==> src/rtl/alarm_pkg.sv <==
// alarm_pkg: shared encodings and constants for the alarm clock controller.
//   mode_t      - controller mode, also the value driven on alarm_ctrl.mode
//   DIG_*       - edit_digit index of each BCD digit
//   *_MAX       - wrap limits for the BCD digit editor
//   to_bcd_*    - binary (0..59) to BCD tens/units helpers
//   from_bcd    - BCD tens/units back to binary
package alarm_pkg;

    typedef enum logic [1:0] {
        MODE_RUN       = 2'd0,
        MODE_SET_TIME  = 2'd1,
        MODE_SET_ALARM = 2'd2,
        MODE_RING      = 2'd3
    } mode_t;

    localparam logic [1:0] DIG_H1 = 2'd0;
    localparam logic [1:0] DIG_H0 = 2'd1;
    localparam logic [1:0] DIG_M1 = 2'd2;
    localparam logic [1:0] DIG_M0 = 2'd3;

    localparam logic [3:0] H1_MAX     = 4'd2;
    localparam logic [3:0] H0_MAX     = 4'd9;
    localparam logic [3:0] H0_MAX_20S = 4'd3;   // hour units limit while h1 = 2
    localparam logic [3:0] M1_MAX     = 4'd5;
    localparam logic [3:0] M0_MAX     = 4'd9;

    localparam logic [5:0] HOURS_PER_DAY = 6'd24;
    localparam logic [5:0] MIN_PER_HOUR  = 6'd60;

    function automatic logic [3:0] to_bcd_tens(input logic [5:0] v);
        return 4'(v / 6'd10);
    endfunction

    function automatic logic [3:0] to_bcd_units(input logic [5:0] v);
        return 4'(v % 6'd10);
    endfunction

    function automatic logic [5:0] from_bcd(input logic [3:0] tens, input logic [3:0] units);
        return 6'(tens) * 6'd10 + 6'(units);
    endfunction

endpackage

==> src/rtl/alarm_ctrl_time_digit_editor.sv <==
// time_digit_editor: combinational next-value logic for the HH:MM digit editor.
// Ports:
//   btn_next      - advance the selected digit index (mod 4)
//   btn_up        - increment the selected digit with wrap
//   edit_digit    - currently selected digit index
//   h1/h0/m1/m0   - current BCD digits
//   *_nxt         - digits and index after the press
// The caller resolves button priority; at most one of btn_next/btn_up is high.
module time_digit_editor
    import alarm_pkg::*;
(
    input  logic       btn_next,
    input  logic       btn_up,
    input  logic [1:0] edit_digit,
    input  logic [3:0] h1,
    input  logic [3:0] h0,
    input  logic [3:0] m1,
    input  logic [3:0] m0,
    output logic [1:0] edit_digit_nxt,
    output logic [3:0] h1_nxt,
    output logic [3:0] h0_nxt,
    output logic [3:0] m1_nxt,
    output logic [3:0] m0_nxt
);

    logic [3:0] h0_limit;

    assign h0_limit = (h1 == H1_MAX) ? H0_MAX_20S : H0_MAX;

    always_comb begin
        edit_digit_nxt = edit_digit;
        h1_nxt         = h1;
        h0_nxt         = h0;
        m1_nxt         = m1;
        m0_nxt         = m0;
        if (btn_next) begin
            edit_digit_nxt = edit_digit + 2'd1;
        end else if (btn_up) begin
            case (edit_digit)
                DIG_H1: begin
                    h1_nxt = (h1 >= H1_MAX) ? 4'd0 : h1 + 4'd1;
                    // keep the hour legal when stepping into the 20s
                    if (h1_nxt == H1_MAX && h0 > H0_MAX_20S)
                        h0_nxt = H0_MAX_20S;
                end
                DIG_H0: h0_nxt = (h0 >= h0_limit) ? 4'd0 : h0 + 4'd1;
                DIG_M1: m1_nxt = (m1 >= M1_MAX) ? 4'd0 : m1 + 4'd1;
                default: m0_nxt = (m0 >= M0_MAX) ? 4'd0 : m0 + 4'd1;
            endcase
        end
    end

endmodule

==> src/rtl/alarm_ctrl.sv <==
// alarm_ctrl: user-facing mode controller for the alarm clock.
// Edits BCD digits from debounced buttons, loads the clock datapath through
// set_*/set_pulse, stores the alarm and raises ringing on a per-second match.
// Ports:
//   clk, rst                      - clock, synchronous active-high reset
//   tick                          - 1 Hz one-cycle pulse
//   btn_mode, btn_next, btn_up    - debounced press pulses (mode > next > up)
//   cur_hour/minute/second        - running time, binary
//   set_hour1..set_minute0        - BCD load value, valid with set_pulse
//   alarm_hour/minute, alarm_en   - stored alarm and arm flag
//   ringing, mode, edit_digit     - status for the display
//   blink                         - blink phase of the edited digit
// Optional feature: ALARM_SNOOZE_EN adds snooze on btn_up while ringing.
//
// state          | meaning
// MODE_RUN       | normal clock display, alarm compare active
// MODE_SET_TIME  | editing the time to load into the clock
// MODE_SET_ALARM | editing the stored alarm time
// MODE_RING      | alarm sounding, waiting for dismiss/timeout
module alarm_ctrl
    import alarm_pkg::*;
#(
    parameter int unsigned RING_SEC   = 60,
    parameter int unsigned SNOOZE_MIN = 5
) (
    input  logic       clk,
    input  logic       rst,
    input  logic       tick,
    input  logic       btn_mode,
    input  logic       btn_next,
    input  logic       btn_up,
    input  logic [5:0] cur_hour,
    input  logic [5:0] cur_minute,
    input  logic [5:0] cur_second,
    output logic [3:0] set_hour1,
    output logic [3:0] set_hour0,
    output logic [3:0] set_minute1,
    output logic [3:0] set_minute0,
    output logic       set_pulse,
    output logic [5:0] alarm_hour,
    output logic [5:0] alarm_minute,
    output logic       alarm_en,
    output logic       ringing,
    output logic [1:0] mode,
    output logic [1:0] edit_digit,
    output logic       blink
);

    if (RING_SEC < 1 || RING_SEC > 63 || SNOOZE_MIN < 1 || SNOOZE_MIN > 59) begin : g_param_check
        $error("alarm_ctrl: RING_SEC or SNOOZE_MIN out of range");
    end

    mode_t      mode_q, mode_n;
    logic [3:0] h1, h0, m1, m0, h1_n, h0_n, m1_n, m0_n;
    logic [3:0] ed_h1, ed_h0, ed_m1, ed_m0;
    logic [1:0] edit_n, ed_digit;
    logic [3:0] set_h1_n, set_h0_n, set_m1_n, set_m0_n;
    logic       set_pulse_n, alarm_en_n, blink_n;
    logic [5:0] alarm_hour_n, alarm_minute_n;
    logic [5:0] ring_cnt, ring_cnt_n;   // seconds left to ring, counts down
    logic       next_e, up_e, in_set, alarm_hit, snz_hit;

    assign next_e = btn_next & ~btn_mode;
    assign up_e   = btn_up & ~btn_mode & ~btn_next;
    assign in_set = (mode_q == MODE_SET_TIME) || (mode_q == MODE_SET_ALARM);

`ifdef ALARM_SNOOZE_EN
    logic       snz_armed, snz_armed_n;
    logic [5:0] snz_hour, snz_minute, snz_hour_n, snz_minute_n;
    logic [5:0] snz_base_h, snz_base_m, snz_tgt_h, snz_tgt_m;
    logic [6:0] snz_sum;

    assign snz_hit = snz_armed && cur_hour == snz_hour && cur_minute == snz_minute;

    // Repeated snoozes stack on the last snooze target, not the alarm.
    always_comb begin
        snz_base_h = snz_armed ? snz_hour : alarm_hour;
        snz_base_m = snz_armed ? snz_minute : alarm_minute;
        snz_sum    = 7'(snz_base_m) + 7'(SNOOZE_MIN);
        snz_tgt_h  = snz_base_h;
        snz_tgt_m  = 6'(snz_sum);
        if (snz_sum >= 7'(MIN_PER_HOUR)) begin
            snz_tgt_m = 6'(snz_sum - 7'(MIN_PER_HOUR));
            snz_tgt_h = (snz_base_h >= HOURS_PER_DAY - 6'd1) ? 6'd0 : snz_base_h + 6'd1;
        end
    end
`else
    assign snz_hit = 1'b0;
`endif

    assign alarm_hit = alarm_en && tick && cur_second == 6'd0 &&
                       ((cur_hour == alarm_hour && cur_minute == alarm_minute) || snz_hit);

    time_digit_editor u_editor (
        .btn_next       (next_e & in_set),
        .btn_up         (up_e & in_set),
        .edit_digit     (edit_digit),
        .h1             (h1),
        .h0             (h0),
        .m1             (m1),
        .m0             (m0),
        .edit_digit_nxt (ed_digit),
        .h1_nxt         (ed_h1),
        .h0_nxt         (ed_h0),
        .m1_nxt         (ed_m1),
        .m0_nxt         (ed_m0)
    );

    always_comb begin
        mode_n         = mode_q;
        h1_n           = h1;
        h0_n           = h0;
        m1_n           = m1;
        m0_n           = m0;
        edit_n         = edit_digit;
        set_h1_n       = set_hour1;
        set_h0_n       = set_hour0;
        set_m1_n       = set_minute1;
        set_m0_n       = set_minute0;
        set_pulse_n    = 1'b0;
        alarm_hour_n   = alarm_hour;
        alarm_minute_n = alarm_minute;
        alarm_en_n     = alarm_en;
        ring_cnt_n     = ring_cnt;
`ifdef ALARM_SNOOZE_EN
        snz_armed_n    = snz_armed;
        snz_hour_n     = snz_hour;
        snz_minute_n   = snz_minute;
`endif
        case (mode_q)
            MODE_RUN: begin
                if (alarm_hit) begin
                    mode_n     = MODE_RING;
                    ring_cnt_n = 6'(RING_SEC);
                end else if (btn_mode) begin
                    mode_n = MODE_SET_TIME;
                    h1_n   = to_bcd_tens(cur_hour);
                    h0_n   = to_bcd_units(cur_hour);
                    m1_n   = to_bcd_tens(cur_minute);
                    m0_n   = to_bcd_units(cur_minute);
                    edit_n = DIG_H1;
                end
                if (up_e) begin
                    alarm_en_n = ~alarm_en;
`ifdef ALARM_SNOOZE_EN
                    if (alarm_en) snz_armed_n = 1'b0;
`endif
                end
            end
            MODE_SET_TIME: begin
                {h1_n, h0_n, m1_n, m0_n} = {ed_h1, ed_h0, ed_m1, ed_m0};
                edit_n = ed_digit;
                if (btn_mode) begin
                    {set_h1_n, set_h0_n, set_m1_n, set_m0_n} = {h1, h0, m1, m0};
                    set_pulse_n = 1'b1;
                    mode_n      = MODE_SET_ALARM;
                    h1_n        = to_bcd_tens(alarm_hour);
                    h0_n        = to_bcd_units(alarm_hour);
                    m1_n        = to_bcd_tens(alarm_minute);
                    m0_n        = to_bcd_units(alarm_minute);
                    edit_n      = DIG_H1;
                end
            end
            MODE_SET_ALARM: begin
                {h1_n, h0_n, m1_n, m0_n} = {ed_h1, ed_h0, ed_m1, ed_m0};
                edit_n = ed_digit;
                if (btn_mode) begin
                    alarm_hour_n   = from_bcd(h1, h0);
                    alarm_minute_n = from_bcd(m1, m0);
                    mode_n         = MODE_RUN;
                end
            end
            default: begin
                if (btn_mode) begin
                    mode_n = MODE_RUN;
`ifdef ALARM_SNOOZE_EN
                    snz_armed_n = 1'b0;
                end else if (up_e) begin
                    mode_n       = MODE_RUN;
                    snz_armed_n  = 1'b1;
                    snz_hour_n   = snz_tgt_h;
                    snz_minute_n = snz_tgt_m;
`endif
                end else if (tick) begin
                    if (ring_cnt <= 6'd1) begin
                        mode_n = MODE_RUN;
`ifdef ALARM_SNOOZE_EN
                        snz_armed_n = 1'b0;
`endif
                    end else begin
                        ring_cnt_n = ring_cnt - 6'd1;
                    end
                end
            end
        endcase
        if (mode_n == MODE_SET_TIME || mode_n == MODE_SET_ALARM)
            blink_n = tick ? ~blink : blink;
        else
            blink_n = 1'b0;
    end

    always_ff @(posedge clk) begin
        if (rst) begin
            mode_q       <= MODE_RUN;
            h1           <= 4'd0;
            h0           <= 4'd0;
            m1           <= 4'd0;
            m0           <= 4'd0;
            edit_digit   <= DIG_H1;
            set_hour1    <= 4'd0;
            set_hour0    <= 4'd0;
            set_minute1  <= 4'd0;
            set_minute0  <= 4'd0;
            set_pulse    <= 1'b0;
            alarm_hour   <= 6'd0;
            alarm_minute <= 6'd0;
            alarm_en     <= 1'b0;
            ringing      <= 1'b0;
            blink        <= 1'b0;
            ring_cnt     <= 6'd0;
`ifdef ALARM_SNOOZE_EN
            snz_armed    <= 1'b0;
            snz_hour     <= 6'd0;
            snz_minute   <= 6'd0;
`endif
        end else begin
            mode_q       <= mode_n;
            h1           <= h1_n;
            h0           <= h0_n;
            m1           <= m1_n;
            m0           <= m0_n;
            edit_digit   <= edit_n;
            set_hour1    <= set_h1_n;
            set_hour0    <= set_h0_n;
            set_minute1  <= set_m1_n;
            set_minute0  <= set_m0_n;
            set_pulse    <= set_pulse_n;
            alarm_hour   <= alarm_hour_n;
            alarm_minute <= alarm_minute_n;
            alarm_en     <= alarm_en_n;
            ringing      <= (mode_n == MODE_RING);
            blink        <= blink_n;
            ring_cnt     <= ring_cnt_n;
`ifdef ALARM_SNOOZE_EN
            snz_armed    <= snz_armed_n;
            snz_hour     <= snz_hour_n;
            snz_minute   <= snz_minute_n;
`endif
        end
    end

    assign mode = mode_q;

endmodule

==> config.mk <==
export PLATFORM = sky130hd
export DESIGN_NAME = alarm_ctrl
export DESIGN_NICKNAME = d
export VERILOG_FILES = /design/src/rtl/alarm_pkg.sv /design/src/rtl/alarm_ctrl_time_digit_editor.sv /design/src/rtl/alarm_ctrl.sv
export SDC_FILE = /design/constraint.sdc
export NUM_CORES = 1
export LEC_CHECK = 0
export BUFFER_PORTS_ARGS = -buffer_cell sky130_fd_sc_hd__buf_2
export CORE_MARGIN = 4
export CORE_UTILIZATION = 34
export CTS_CLUSTER_DIAMETER = 40
export DETAILED_ROUTE_END_ITERATION = 10
export GPL_TIMING_DRIVEN = 0
export PLACE_DENSITY = 0.53
export SKIP_CTS_REPAIR_TIMING = 1
export SYNTH_ARGS = -nofsm -noshare
export SYNTH_HDL_FRONTEND = slang
export SYNTH_HIERARCHICAL = 1
export SYNTH_SLANG_ARGS = --single-unit
==> constraint.sdc <==
create_clock -name clk -period 9.2 [get_ports clk]
set_input_delay 1.84 -clock clk [delete_from_list [all_inputs] [get_ports clk]]
set_output_delay 1.84 -clock clk [all_outputs]
set_load 0.01 [all_outputs]
# Word level (Yosys, flattened, before mapping)
# Index checks and enable logic that the tools add are counted.
[totals] input_bits=24 wordCells=143 out_inout_bits=36 ff_bits=58
[classes] n_reduce_logical=21 bitwise=12 n_addsub=8 multipliers=2 n_eq_ne=16 div=8 muxes=53 n_lt_le_gt_ge=6
[op_table] operator="4-bit 2-to-1 mux" count=29
[op_table] operator="4-bit one-hot mux with 3 select lines" count=4
[op_table] operator="6-bit by 4-bit divider with 6-bit output, second input constant" count=4
[op_table] operator="6-bit by 4-bit remainder unit with 6-bit output, second input constant" count=4
[op_table] operator="6-bit 2-to-1 mux" count=4
[op_table] operator="2-bit 2-to-1 mux" count=11
[op_table] operator="4-bit by 1-bit adder with 4-bit output, second input constant" count=4
[op_table] operator="6-bit by 4-bit adder with 6-bit output" count=2
[op_table] operator="6-bit equality test" count=2
[op_table] operator="2-bit one-hot mux with 3 select lines" count=2
[op_table] operator="6-bit one-hot mux with 2 select lines" count=1
[op_table] operator="4-bit by 3-bit multiplier with 5-bit output, second input constant" count=2
[op_table] operator="2-bit equality test, second input constant" count=4
[op_table] operator="4-bit by 2-bit equality test with 1-bit output, second input constant" count=2
[op_table] operator="4-bit one-hot mux with 2 select lines" count=1
[op_table] operator="1-bit NOT" count=7
[op_table] operator="2-bit by 1-bit equality test with 1-bit output, second input constant" count=3
[op_table] operator="6-bit by 1-bit less-or-equal comparator with 1-bit output, second input constant" count=1
[op_table] operator="6-bit logical NOT" count=1
[op_table] operator="2-bit inequality test, second input constant" count=3
[op_table] operator="2-bit AND reduction" count=3
[op_table] operator="2-bit OR reduction" count=3
[op_table] operator="6-bit by 1-bit subtractor with 6-bit output, second input constant" count=1
[op_table] operator="1-bit bitwise AND" count=5
[op_table] operator="16 further kinds" count=23

# Depth between registers and ports, before layout
# Gate-level depths: netlist of run 1.
[depth] ltp_word=10 mapped_depth=14

# By module
# The synthesis of run 1 kept the hierarchy.
[by_module_without_submodules] mod="alarm_ctrl" cells_per_inst=559 area_per_inst_um2=4340.4 n_inst=1
[by_module_without_submodules] mod="time_digit_editor" cells_per_inst=87 area_per_inst_um2=658.1 n_inst=1

# Worst setup path after synthesis of run 1
# No wires, ideal clock.
[synth_timing] kind="input to register" from="input port btn_mode" to="register h0[1]" slack_ns=5.018 t_arrival_ns=4.112 path_stages=10 setup_time_ns=0.070 cell_sequence="clkbuf_8 > nor4b_1 > nand3b_1 > a211oi_2 > a222oi_1 > inv_1 > a21oi_1 > o211a_1 > or4_1 > a21oi_1"
[synth_via] elab_chain_cells=8
[synth_lines] element="start: declaration" line="alarm_ctrl.sv:29" rtl="input logic btn_mode,"
[synth_lines] element="1-bit NOT *" line="alarm_ctrl.sv:63, alarm_ctrl.sv:64"
[synth_lines] element="1-bit bitwise AND (2 in series)" line="alarm_ctrl.sv:64" rtl="assign up_e = btn_up & ~btn_mode & ~btn_next;"
[synth_lines] element="1-bit bitwise AND" line="alarm_ctrl.sv:96" rtl=".btn_up (up_e & in_set),"
[synth_lines] element="4-bit 2-to-1 mux" line="alarm_ctrl_time_digit_editor.sv:38" rtl="end else if (btn_up) begin"
[synth_lines] element="4-bit 2-to-1 mux *" line="alarm_ctrl_time_digit_editor.sv:36" rtl="if (btn_next) begin"
[synth_lines] element="net ed_h0[1]" line="alarm_ctrl.sv:55" rtl="logic [3:0] ed_h1, ed_h0, ed_m1, ed_m0;"
[synth_lines] element="4-bit 2-to-1 mux" line="alarm_ctrl.sv:153" rtl="if (btn_mode) begin"
[synth_lines] element="4-bit one-hot mux with 3 select lines *" line="alarm_ctrl.sv:130" rtl="case (mode_q)"
[synth_lines] element="end signal: assignment" line="alarm_ctrl.sv:229" rtl="h0 <= h0_n;"
[synth_lines] element="end: declaration" line="alarm_ctrl.sv:54" rtl="logic [3:0] h1, h0, m1, m0, h1_n, h0_n, m1_n, m0_n;"
# The timed path passes the listed nets; every way through them passes the cells marked *.
# A chain may end at the register's enable or synchronous reset.

# Worst setup path in the final report of run 1
# Ends and elaborated chain as after synthesis.

==> out/results.ini, run 1 <==
[pwr]
peakVddDrop_mv = 0.07952
power_leakage_uw = 0.002322
clkPwrFrac_pct = 36.2
p_switching_uw = 332.1
power_uw = 943.1
intPower_uw = 611.0
swShare_pct = 35.21
power_frac_comb_pct = 31.8
p_per_area_mw_per_mm2 = 162.8
p_seq_share_pct = 32.0

[sta]
max-slew-margin-rel_pct = 19.80
worstMarginPinSlew_ps = 1186
timing_max_transition_violations_final = 0
finalSetupViolCount = 0
fin_skew_ps = 9.085
period_share_pct = 50.53
rsz0062_at_grt = no
timing.fmax_mhz = 215.1
fin_crit_ps = 4649
finalHoldViolCount = 0
final.setup.tns_ps = 0

[setup_path]
crit_path_end_kind = register
critPathSlowestCell = nor4b_1
required_ps = 9460
crit_chain = buf_2 > clkbuf_8 > nor4b_1 > nand3b_1 > a211oi_2 > a222oi_1 > inv_1 > a21oi_1 > o211a_1 > or4_1 > a21oi_1
cp_top_family = simple AND/OR/NAND/NOR gates
critPathKind = input port to register
crit_path_start_kind = input port
arrival_ps = 4910
critical-path-max-stage-delay_ps = 1010
cp_max_fo = 10
path_buf_inv = 3
cp_common_cell = a21oi_1

[layout]
fin_nets = 773
n_antenna_cell = 0
drive_gt1_share_pct = 15.83
area_growth_pct = 15.87

[drt]
finalWirelength_mm = 15.54
routedWlPerCell_um = 17.31
first_pass_iters = 5
wl_met1_mm = 7.707
dr_wl_met2_mm = 6.814
drt-vias-per-instance = 5.418
post-route-drc-count = 0
ant_nets = 0
dr_wl_met3_um = 750
via_count = 4865
maxUsedRoutingLayer = met4
first_iter_violations = 390

[synthesis]
syn_inst = 646
ys_ff_latch = 58
async_reset_ff_share_pct = 0
synth_cell_types = 85
synth_ff_type = dfxtp_1
yosysSeqAreaShare_pct = 23.23
synth_top_area_share_pct = 23.23
synth_edf_count = 0
yosys_warnings = 6
syn_nets = 708
yosysTopAreaCell = dfxtp_1
ys_top_cells_by_area = dfxtp_1 (23%), ha_1 (9.0%), nand2_1 (6.8%)
synth_area_per_cell_um2 = 7.738
synth_area_mm2 = 0.004999

[grt]
grt_pass1_wl_mm = 24.86
grt_pass1_vias = 4689
grt_use_total_pct = 18.87
grt_max_degree = 11
antenna_found_initial = 0
grt.overflow.total = 0

[cts]
cts_tree = yes
clk_pin_slew_ps = 50
ctsLongestPathBuffers = 2
insertion_delay_ps = 330
cts-buffers-inserted = 9
root_buffer = clkbuf_16
cts.sinks = 58
cts_max_level = 3

[place]
gp_congestion = 0.8735
portBuffers = 54
dp_hpwl_mm = 11.81

[die]
start_util_pct = 34.52
die_area_mm2 = 0.01671
die_height_um = 129.3
core_area_mm2 = 0.01448
num_rows = 44
num_io_pins = 60
die_x_um = 129.3

[min_path]
min-delay-path-class = register to register

[flow_run]
cap_violations = 0

[run_status]
status = finished, final reports clean

## kinds of logic after synthesis
group                    after synthesis  synth area share [%]
AO/OA/AOI/OAI                        178                 23.68
flip-flops                            58                 23.23
AND/OR/NAND/NOR                      249                 26.53
XOR/XNOR                              32                 5.607
adder cells (fa/ha/maj)               39                 10.01
buffers and inverters                 76                 8.060
multiplexers                          14                 2.879
## power by group through the flow
stage | Combinational [uW] | Sequential, uW | Clock [uW]
4_1_cts | 298 | 302 | 346
6_report | 300 | 302 | 341
3_5_place_dp | 296 | 307 | 0
3_3_place_gp | 289 | 306 | 0
5_1_grt | 334 | 306 | 357
2_1_floorplan | 212 | 299 | 0
## final timing paths
kind                                        to  slack, ps  depth (start not counted)      startpoint
worst max register to register           h0[1]       4740                         14         mode[0]
worst min register to register  set_minute0[3]        450                          2  set_minute0[3]
worst min-delay path            set_minute0[3]        450                          2  set_minute0[3]
worst max-delay path                     h0[1]       4550                         11        btn_mode
## flip-flops by register name, indices dropped and copies added, names as in the netlist
signal / count
m0: 4
h0: 4
ringing: 1
set_minute1: 4
m1: 4
set_minute0: 4
set_pulse: 1
alarm_hour: 6
h1: 4
edit_digit: 2
mode: 2
ring_cnt: 6
set_hour0: 4
alarm_minute: 6
set_hour1: 4
blink: 1
alarm_en: 1
## Yosys cell counts, types with 6 or more instances
cell and count:
nand2_1 90, a21oi_1 66, dfxtp_1 58, nor2_1 42, ha_1 36, inv_1 26, o21ai_0 25, xnor2_1 25
clkbuf_1 20, nand2b_1 20, nor2b_1 17, nor3_1 14, mux2i_1 11, buf_2 10, nand4_1 9, a211oi_1 8
nand3b_1 7, xor2_1 7, a31oi_1 6, nor3b_1 6, o211ai_1 6
## layer usage
| metal | vias to the layer above | track usage [%] |
|---|---|---|
| met1 | 2277 | 26.64 |
| met3 | 18 | 3.009 |
| met2 | 141 | 29.85 |
| met4 | 0 | 5.250 |
| li1 | 2429 | - |
| met5 | - | 0 |
## cell usage in the layout (no fill, tap or decap), drive strengths merged, types with 20 or more instances in the layout
cell type / count
a21oi: 67
buf: 76
clkbuf: 37
dfxtp: 58
ha: 36
inv: 26
nand2: 91
nand2b: 20
nor2: 42
o21ai: 26
xnor2: 25
## worst min-delay path, cell delays in order, from the launching register on
cell and delay [ps]:
dfxtp_1 300, nand2_1 50, a21oi_1 50
## cell type report
class,count,area (um^2)
well taps,184,230.2
plain buffers,49,301.5
flip-flops and latches,58,1161
repair buffers,54,270.3
inverters,27,101.3
multi-input cells,512,3435
fillers,1529,8687
clock buffers,11,252.7
clock inverters,3,40.04
## metrics by stage
step	instances	utilization (%)	cell area (um^2)	setup slack, ps	hold slack (ps)
5_1_grt	898	40.00	5792	4394	470.2
6_report	898	40.00	5792	4551	450.2
3_3_place_gp	884	37.98	5499	4305	442.3
4_1_cts	898	40.00	5792	4546	451.8
3_5_place_dp	884	37.98	5499	4217	444.9
2_1_floorplan	646	-	4999	5018	463.0
Note: power is estimated with default switching activity, not from simulation.
==> run 2, diff against run 1 <==
--- a/config.mk
+++ b/config.mk
@@ -5,13 +5,14 @@
 export SDC_FILE = /design/constraint.sdc
 export NUM_CORES = 1
 export LEC_CHECK = 0
+export ABC_AREA = 1
 export BUFFER_PORTS_ARGS = -buffer_cell sky130_fd_sc_hd__buf_2
 export CORE_MARGIN = 4
 export CORE_UTILIZATION = 34
 export CTS_CLUSTER_DIAMETER = 40
 export DETAILED_ROUTE_END_ITERATION = 10
 export GPL_TIMING_DRIVEN = 0
-export PLACE_DENSITY = 0.53
+export PLACE_DENSITY = 0.56
 export SKIP_CTS_REPAIR_TIMING = 1
 export SYNTH_ARGS = -nofsm -noshare
 export SYNTH_HDL_FRONTEND = slang
==> constraint.sdc (replaced) <==
create_clock -name clk -period 4.15 [get_ports clk]
set_input_delay 0.83 -clock clk [delete_from_list [all_inputs] [get_ports clk]]
set_output_delay 0.83 -clock clk [all_outputs]
set_load 0.01 [all_outputs]
==> run 2 against run 1 <==
Effect of this change: non-clock buffer count is 24 lower; sequential power is 150% higher; area after synthesis is 9.2% lower.
==> out/results.ini, run 2 <==
[die]
num_rows = 41
die_area_mm2 = 0.01526
core_area_mm2 = 0.01282
num_io_pins = 60
die_height_um = 123.5
die_x_um = 123.5
start_util_pct = 35.40

[layout]
reg_top3 = alarm_hour x6, alarm_minute x6, ring_cnt x6
area_growth_pct = 16.65
final_common_cell = nand2_1
nFillCells = 1399
n_antenna_cell = 0
mostFrequentLayoutCells = nand2_1 (143), inv_1 (90), nor2_1 (71)
layout.cells.non_filler = 945
fin_nets = 832
drive_gt1_share_pct = 11.77

[synthesis]
synth_area_per_cell_um2 = 6.457
syn_nets = 765
async_reset_ff_share_pct = 0
synth_top_area_share_pct = 25.58
synth_area_mm2 = 0.004539
ys_top_cells_by_area = dfxtp_1 (26%), nand2_1 (12%), ha_1 (9.9%)
yosys_warnings = 6
synth_edf_count = 0
synth_cell_types = 43
yosysSeqAreaShare_pct = 25.58
netlist_top_cells_count = nand2_1 (143), inv_1 (90), nor2_1 (71)
ys_ff_latch = 58
synth_ff_type = dfxtp_1
yosysMostFrequentCell = nand2_1
yosysTopAreaCell = dfxtp_1
syn_inst = 703

[grt]
grt_use_total_pct = 19.16
antenna_found_initial = 0
grt.overflow.total = 0
grt.busiest_layer = met2
gr-usage-met1_pct = 22.66
grt_pass1_vias = 4724
grt_pass1_wl_mm = 22.57
met2_usage_pct = 33.30
grt_max_degree = 11
met3_usage_pct = 5.078

[cts]
clk_pin_slew_ps = 50
cts_tree = yes
cts-buffers-inserted = 9
cts.sinks = 58
root_buffer = clkbuf_16
insertion_delay_ps = 340
ctsLongestPathBuffers = 2
cts_max_level = 3

[sta]
worstMarginPinSlew_ps = 694.2
finalHoldViolCount = 0
setup_slack_ps = 685.8
fin_skew_ps = 10.48
max-slew-margin-rel_pct = 53.72
timing.fmax_mhz = 288.7
timing_max_transition_violations_final = 0
period_share_pct = 83.48
finalSetupViolCount = 0
fin_crit_ps = 3464
rsz0062_at_grt = no
final.setup.tns_ps = 0

[place]
place_worst_setup_slack_ps = 691.8
placedCellCount = 931
dp_hpwl_mm = 10.98
portBuffers = 56
gp_congestion = 0.8821

[setup_path]
arrival_ps = 3700
cp_top_family = simple AND/OR/NAND/NOR gates
critical-path-max-stage-delay_ps = 510
worst_r2r_path_depth = 17
worst-path-stages = 17
crit_path_start_kind = register
critPathKind = register to register
critPathSlowestCell = clkbuf_1
crit_chain = inv_1 > ha_1 > clkbuf_1 > clkbuf_1 > nand2_1 > nor2_1 > nor2_8 > nand2_4 > inv_1 > nand2_1 > nand3b_1 > nand2_1 > inv_1 > a221oi_1 > a21oi_1 > nor2_1 > nor2_1
r2r_slack_ps = 690
path_buf_inv = 5
cp_max_fo = 10
required_ps = 4380
crit_path_end_kind = register

[drt]
via_count = 4833
first_iter_violations = 290
drt-vias-per-instance = 5.114
first_pass_iters = 5
ant_nets = 0
routedWlPerCell_um = 14.87
finalWirelength_mm = 14.06
post-route-drc-count = 0

[run_status]
status = finished, final reports clean

[pwr]
p_per_area_mw_per_mm2 = 435.2
power_uw = 2304
power_leakage_uw = 0.002587
peakVddDrop_mv = 0.2545

[min_path]
min-delay-path-class = register to register
hold_depth = 2

[flow_run]
cap_violations = 0

-- run 2: layer usage --
| layer | up-vias | routed length (um) |
|---|---|---|
| met5 | - | 0 |
| met4 | 0 | 347 |
| met3 | 27 | 948 |
| met2 | 140 | 6823 |
| met1 | 2209 | 5937 |
| li1 | 2457 | - |
-- run 2: path summary, 6_finish.rpt --
check	from	to
hold reg to reg	set_hour1[3]	set_hour1[3]
setup / recovery	mode[0]	h0[0]
hold / removal	set_hour1[3]	set_hour1[3]
setup reg to reg	mode[0]	h0[0]
-- run 2: cells by family after synthesis --
logic type,count (synthesis),synth area share (%)
DFF,58,25.58
buffers and inverters,116,10.06
adders and majority gates,38,10.80
and+or+nand+nor,308,29.74
AOI/OAI and AO/OA,163,19.96
xor gates and xnor gates,20,3.859
-- run 2: metrics by stage --
| step | utilization (%) | hold slack [ps] | instance area, um^2 |
|---|---|---|---|
| 6_report | 41.29 | 471.4 | 5295 |
| 3_3_place_gp | 39.26 | 466.6 | 5035 |
| 2_1_floorplan | - | 467.1 | 4539 |
| 3_5_place_dp | 39.26 | 465.9 | 5035 |
| 4_1_cts | 41.29 | 476.5 | 5295 |
| 5_1_grt | 41.29 | 502.3 | 5295 |
-- run 2: report_power, final --
group / internal [uW] / switching, uW
combinational: 328 / 564
sequential: 638 / 113
clock: 410 / 251
-- run 2: worst reg2reg max path, delay by kind of cell (launching register included) --
family	cells	cell delay, ps
buffers and inverters	5	1110
and+or+nand+nor	9	1270
AOI/OAI and AO/OA	2	340
adders and majority gates	1	280
DFF	1	380
-- run 2: cell type report --
type | count | area, um^2 | share of cell area, %
buffer | 23 | 107.6 | 2.032
clock buffer | 11 | 242.7 | 4.584
clock inverter | 3 | 17.52 | 0.3308
inverter | 93 | 349.1 | 6.593
multi-input combinational | 529 | 2922 | 55.17
sequential | 58 | 1161 | 21.93
tap | 172 | 215.2 | 4.064
timing repair buffer | 56 | 280.3 | 5.293
==> run 3, diff against run 2 <==
--- a/config.mk
+++ b/config.mk
@@ -5,14 +5,14 @@
 export SDC_FILE = /design/constraint.sdc
 export NUM_CORES = 1
 export LEC_CHECK = 0
-export ABC_AREA = 1
+export ABC_AREA = 0
 export BUFFER_PORTS_ARGS = -buffer_cell sky130_fd_sc_hd__buf_2
 export CORE_MARGIN = 4
 export CORE_UTILIZATION = 34
 export CTS_CLUSTER_DIAMETER = 40
 export DETAILED_ROUTE_END_ITERATION = 10
 export GPL_TIMING_DRIVEN = 0
-export PLACE_DENSITY = 0.56
+export PLACE_DENSITY = 0.53
 export SKIP_CTS_REPAIR_TIMING = 1
 export SYNTH_ARGS = -nofsm -noshare
 export SYNTH_HDL_FRONTEND = slang
==> constraint.sdc (replaced) <==
create_clock -name clk -period 3.6 [get_ports clk]
set_input_delay 0.72 -clock clk [delete_from_list [all_inputs] [get_ports clk]]
set_output_delay 0.72 -clock clk [all_outputs]
set_load 0.01 [all_outputs]
==> run 3 against run 2 <==
Effect of this change: power increased by 5.6%; die area is 9.4% higher; maximum frequency up 2.8%; worst hold slack worse by 21 ps; critical path depth is 3 lower; first-iteration DRC count rose by 28%; largest cell class unchanged.
==> out/results.ini, run 3 (same netlist as run 1, synthesis figures left out) <==
[run_status]
status = finished, final reports clean

[layout]
fin_nets = 776
n_antenna_cell = 0
finalInstanceArea_mm2 = 0.005848
area_growth_pct = 17.00
nFillCells = 1530
layout.cells.non_filler = 901
drive_gt1_share_pct = 17.15
reg_top3 = alarm_hour x6, alarm_minute x6, ring_cnt x6
ff_latch_area_mm2 = 0.001162
final_common_cell = nand2_1
multi_input_area_mm2 = 0.003451
mostFrequentLayoutCells = nand2_1 (90), a21oi_1 (66), buf_2 (65)

[grt]
grt_max_degree = 11
grt_use_total_pct = 18.87
grt_pass1_wl_mm = 24.86
grt.overflow.total = 0
grt_pass1_vias = 4689
antenna_found_initial = 0

[sta]
finalHoldViolCount = 0
fin_skew_ps = 4.743
timing.fmax_mhz = 296.9
finalSetupViolCount = 0
period_share_pct = 93.58
timing_max_transition_violations_final = 0
rsz0062_at_grt = no
worstMarginPinSlew_ps = 742.1
setup_slack_ps = 231.3
max-slew-margin-rel_pct = 50.53
fin_crit_ps = 3369

[setup_path]
crit_path_start_kind = register
required_ps = 3860
crit_chain = inv_1 > ha_1 > clkbuf_8 > buf_2 > clkbuf_4 > and3_1 > nand3b_1 > a211oi_2 > a222oi_1 > inv_1 > a21oi_1 > o211a_1 > or4_1 > a21oi_1
worst_r2r_path_depth = 14
critPathKind = register to register
crit_path_end_kind = register
cp-startpoint = mode[1]
arrival_ps = 3630
critPathSlowestCell = or4_1
reg2reg_to = h0[1]
cp_max_fo = 10
r2r_slack_ps = 230
r2r-start = mode[1]
critPathCapture = h0[1]
critical-path-max-stage-delay_ps = 520

[cts]
insertion_delay_ps = 330
clk_pin_slew_ps = 50
cts-buffers-inserted = 9
cts_tree = yes
ctsLongestPathBuffers = 2
root_buffer = clkbuf_16
cts_max_level = 3
cts.sinks = 58

[pwr]
peakVddDrop_mv = 0.2053
power_leakage_uw = 0.002359
p_per_area_mw_per_mm2 = 416.0

[drt]
ant_nets = 0
first_iter_violations = 370
via_count = 4894
routedWlPerCell_um = 17.32
drt-vias-per-instance = 5.432
finalWirelength_mm = 15.60
post-route-drc-count = 0
first_pass_iters = 5

[place]
place_worst_setup_slack_ps = -825.7
gp_congestion = 0.8735
portBuffers = 54
placedCellCount = 884
dp_hpwl_mm = 11.81
detailed_place.area_mm2 = 0.005499

[die]
die_area_mm2 = 0.01671
core_area_mm2 = 0.01448
num_rows = 44
num_io_pins = 60
die_height_um = 129.3
start_util_pct = 34.52
die_x_um = 129.3

[flow_run]
cap_violations = 0

[min_path]
min-delay-path-class = register to register

==> run 3: cell types whose count changed in the layout (fill, tap and decap cells not counted), moves of 7 or more <==
| cell | before | now |
|---|---|---|
| mux2i_1 | 0 | 11 |
| o21ai_0 | 69 | 25 |
| buf_4 | 0 | 8 |
| nor3_1 | 4 | 14 |
| nor2_1 | 71 | 42 |
| nand2_1 | 143 | 90 |
| xnor2_1 | 9 | 25 |
| nand2b_1 | 0 | 20 |
| inv_1 | 90 | 26 |
| nand3_1 | 57 | 4 |
| nand4_1 | 16 | 9 |
| nor2b_1 | 0 | 17 |
==> run 3: final cells by class <==
type / instances / share of cell area [%]
tap: 184 / 3.937
clock buffer: 11 / 4.322
multi-input combinational: 512 / 59.01
sequential: 58 / 19.88
clock inverter: 3 / 0.6846
inverter: 27 / 1.797
timing repair buffer: 58 / 5.135
buffer: 48 / 5.242
==> run 3: how the worst min path moves through the flow <==
stage | startpoint | end | slack [ps] | cells after the start
2_1_floorplan | ring_cnt[4] | ring_cnt[4] | 460 | 1
6_report | set_minute0[3] | set_minute0[3] | 450 | 2
4_1_cts | set_minute0[3] | set_minute0[3] | 450 | 2
3_5_place_dp | set_minute0[3] | set_minute0[3] | 440 | 2
5_1_grt | set_minute1[0] | set_minute1[0] | 470 | 2
3_3_place_gp | set_minute0[1] | set_minute0[1] | 440 | 2
==> run 3: routing by layer <==
| metal | track usage, % | up-vias | wire length, um | share of wire, % |
|---|---|---|---|---|
| met4 | 5.250 | 0 | 317 | 2.0 |
| li1 | - | 2430 | - | - |
| met1 | 26.64 | 2301 | 7688 | 49 |
| met3 | 3.009 | 21 | 766 | 4.9 |
| met2 | 29.85 | 142 | 6831 | 44 |
| met5 | 0 | - | 0 | 0 |
==> run 3: critical path: cells and delay by family (launching register included) <==
| kind | cells | cell delay, ps |
|---|---|---|
| AND/OR/NAND/NOR | 3 | 1030 |
| buffers and inverters | 5 | 800 |
| AO/OA/AOI/OAI | 5 | 800 |
| flip-flops | 1 | 370 |
| adder cells (fa/ha/maj) | 1 | 290 |
==> run 3: per-stage QoR <==
step           utilization, %  total power (uW)  hold slack (ps)  setup TNS, ps
6_report                40.39              2433            450.1              0
5_1_grt                 40.39              2568            470.2              0
4_1_cts                 40.00              2418            451.8          -6995
3_5_place_dp            37.98              1542            444.9          -6268
3_3_place_gp            37.98              1520            442.3          -4552
2_1_floorplan               -              1307            463.0              0
==> run 3: where the power goes <==
group,switching [uW],internal [uW]
Combinational,464,325
Sequential,82.6,689
Clock,310,563
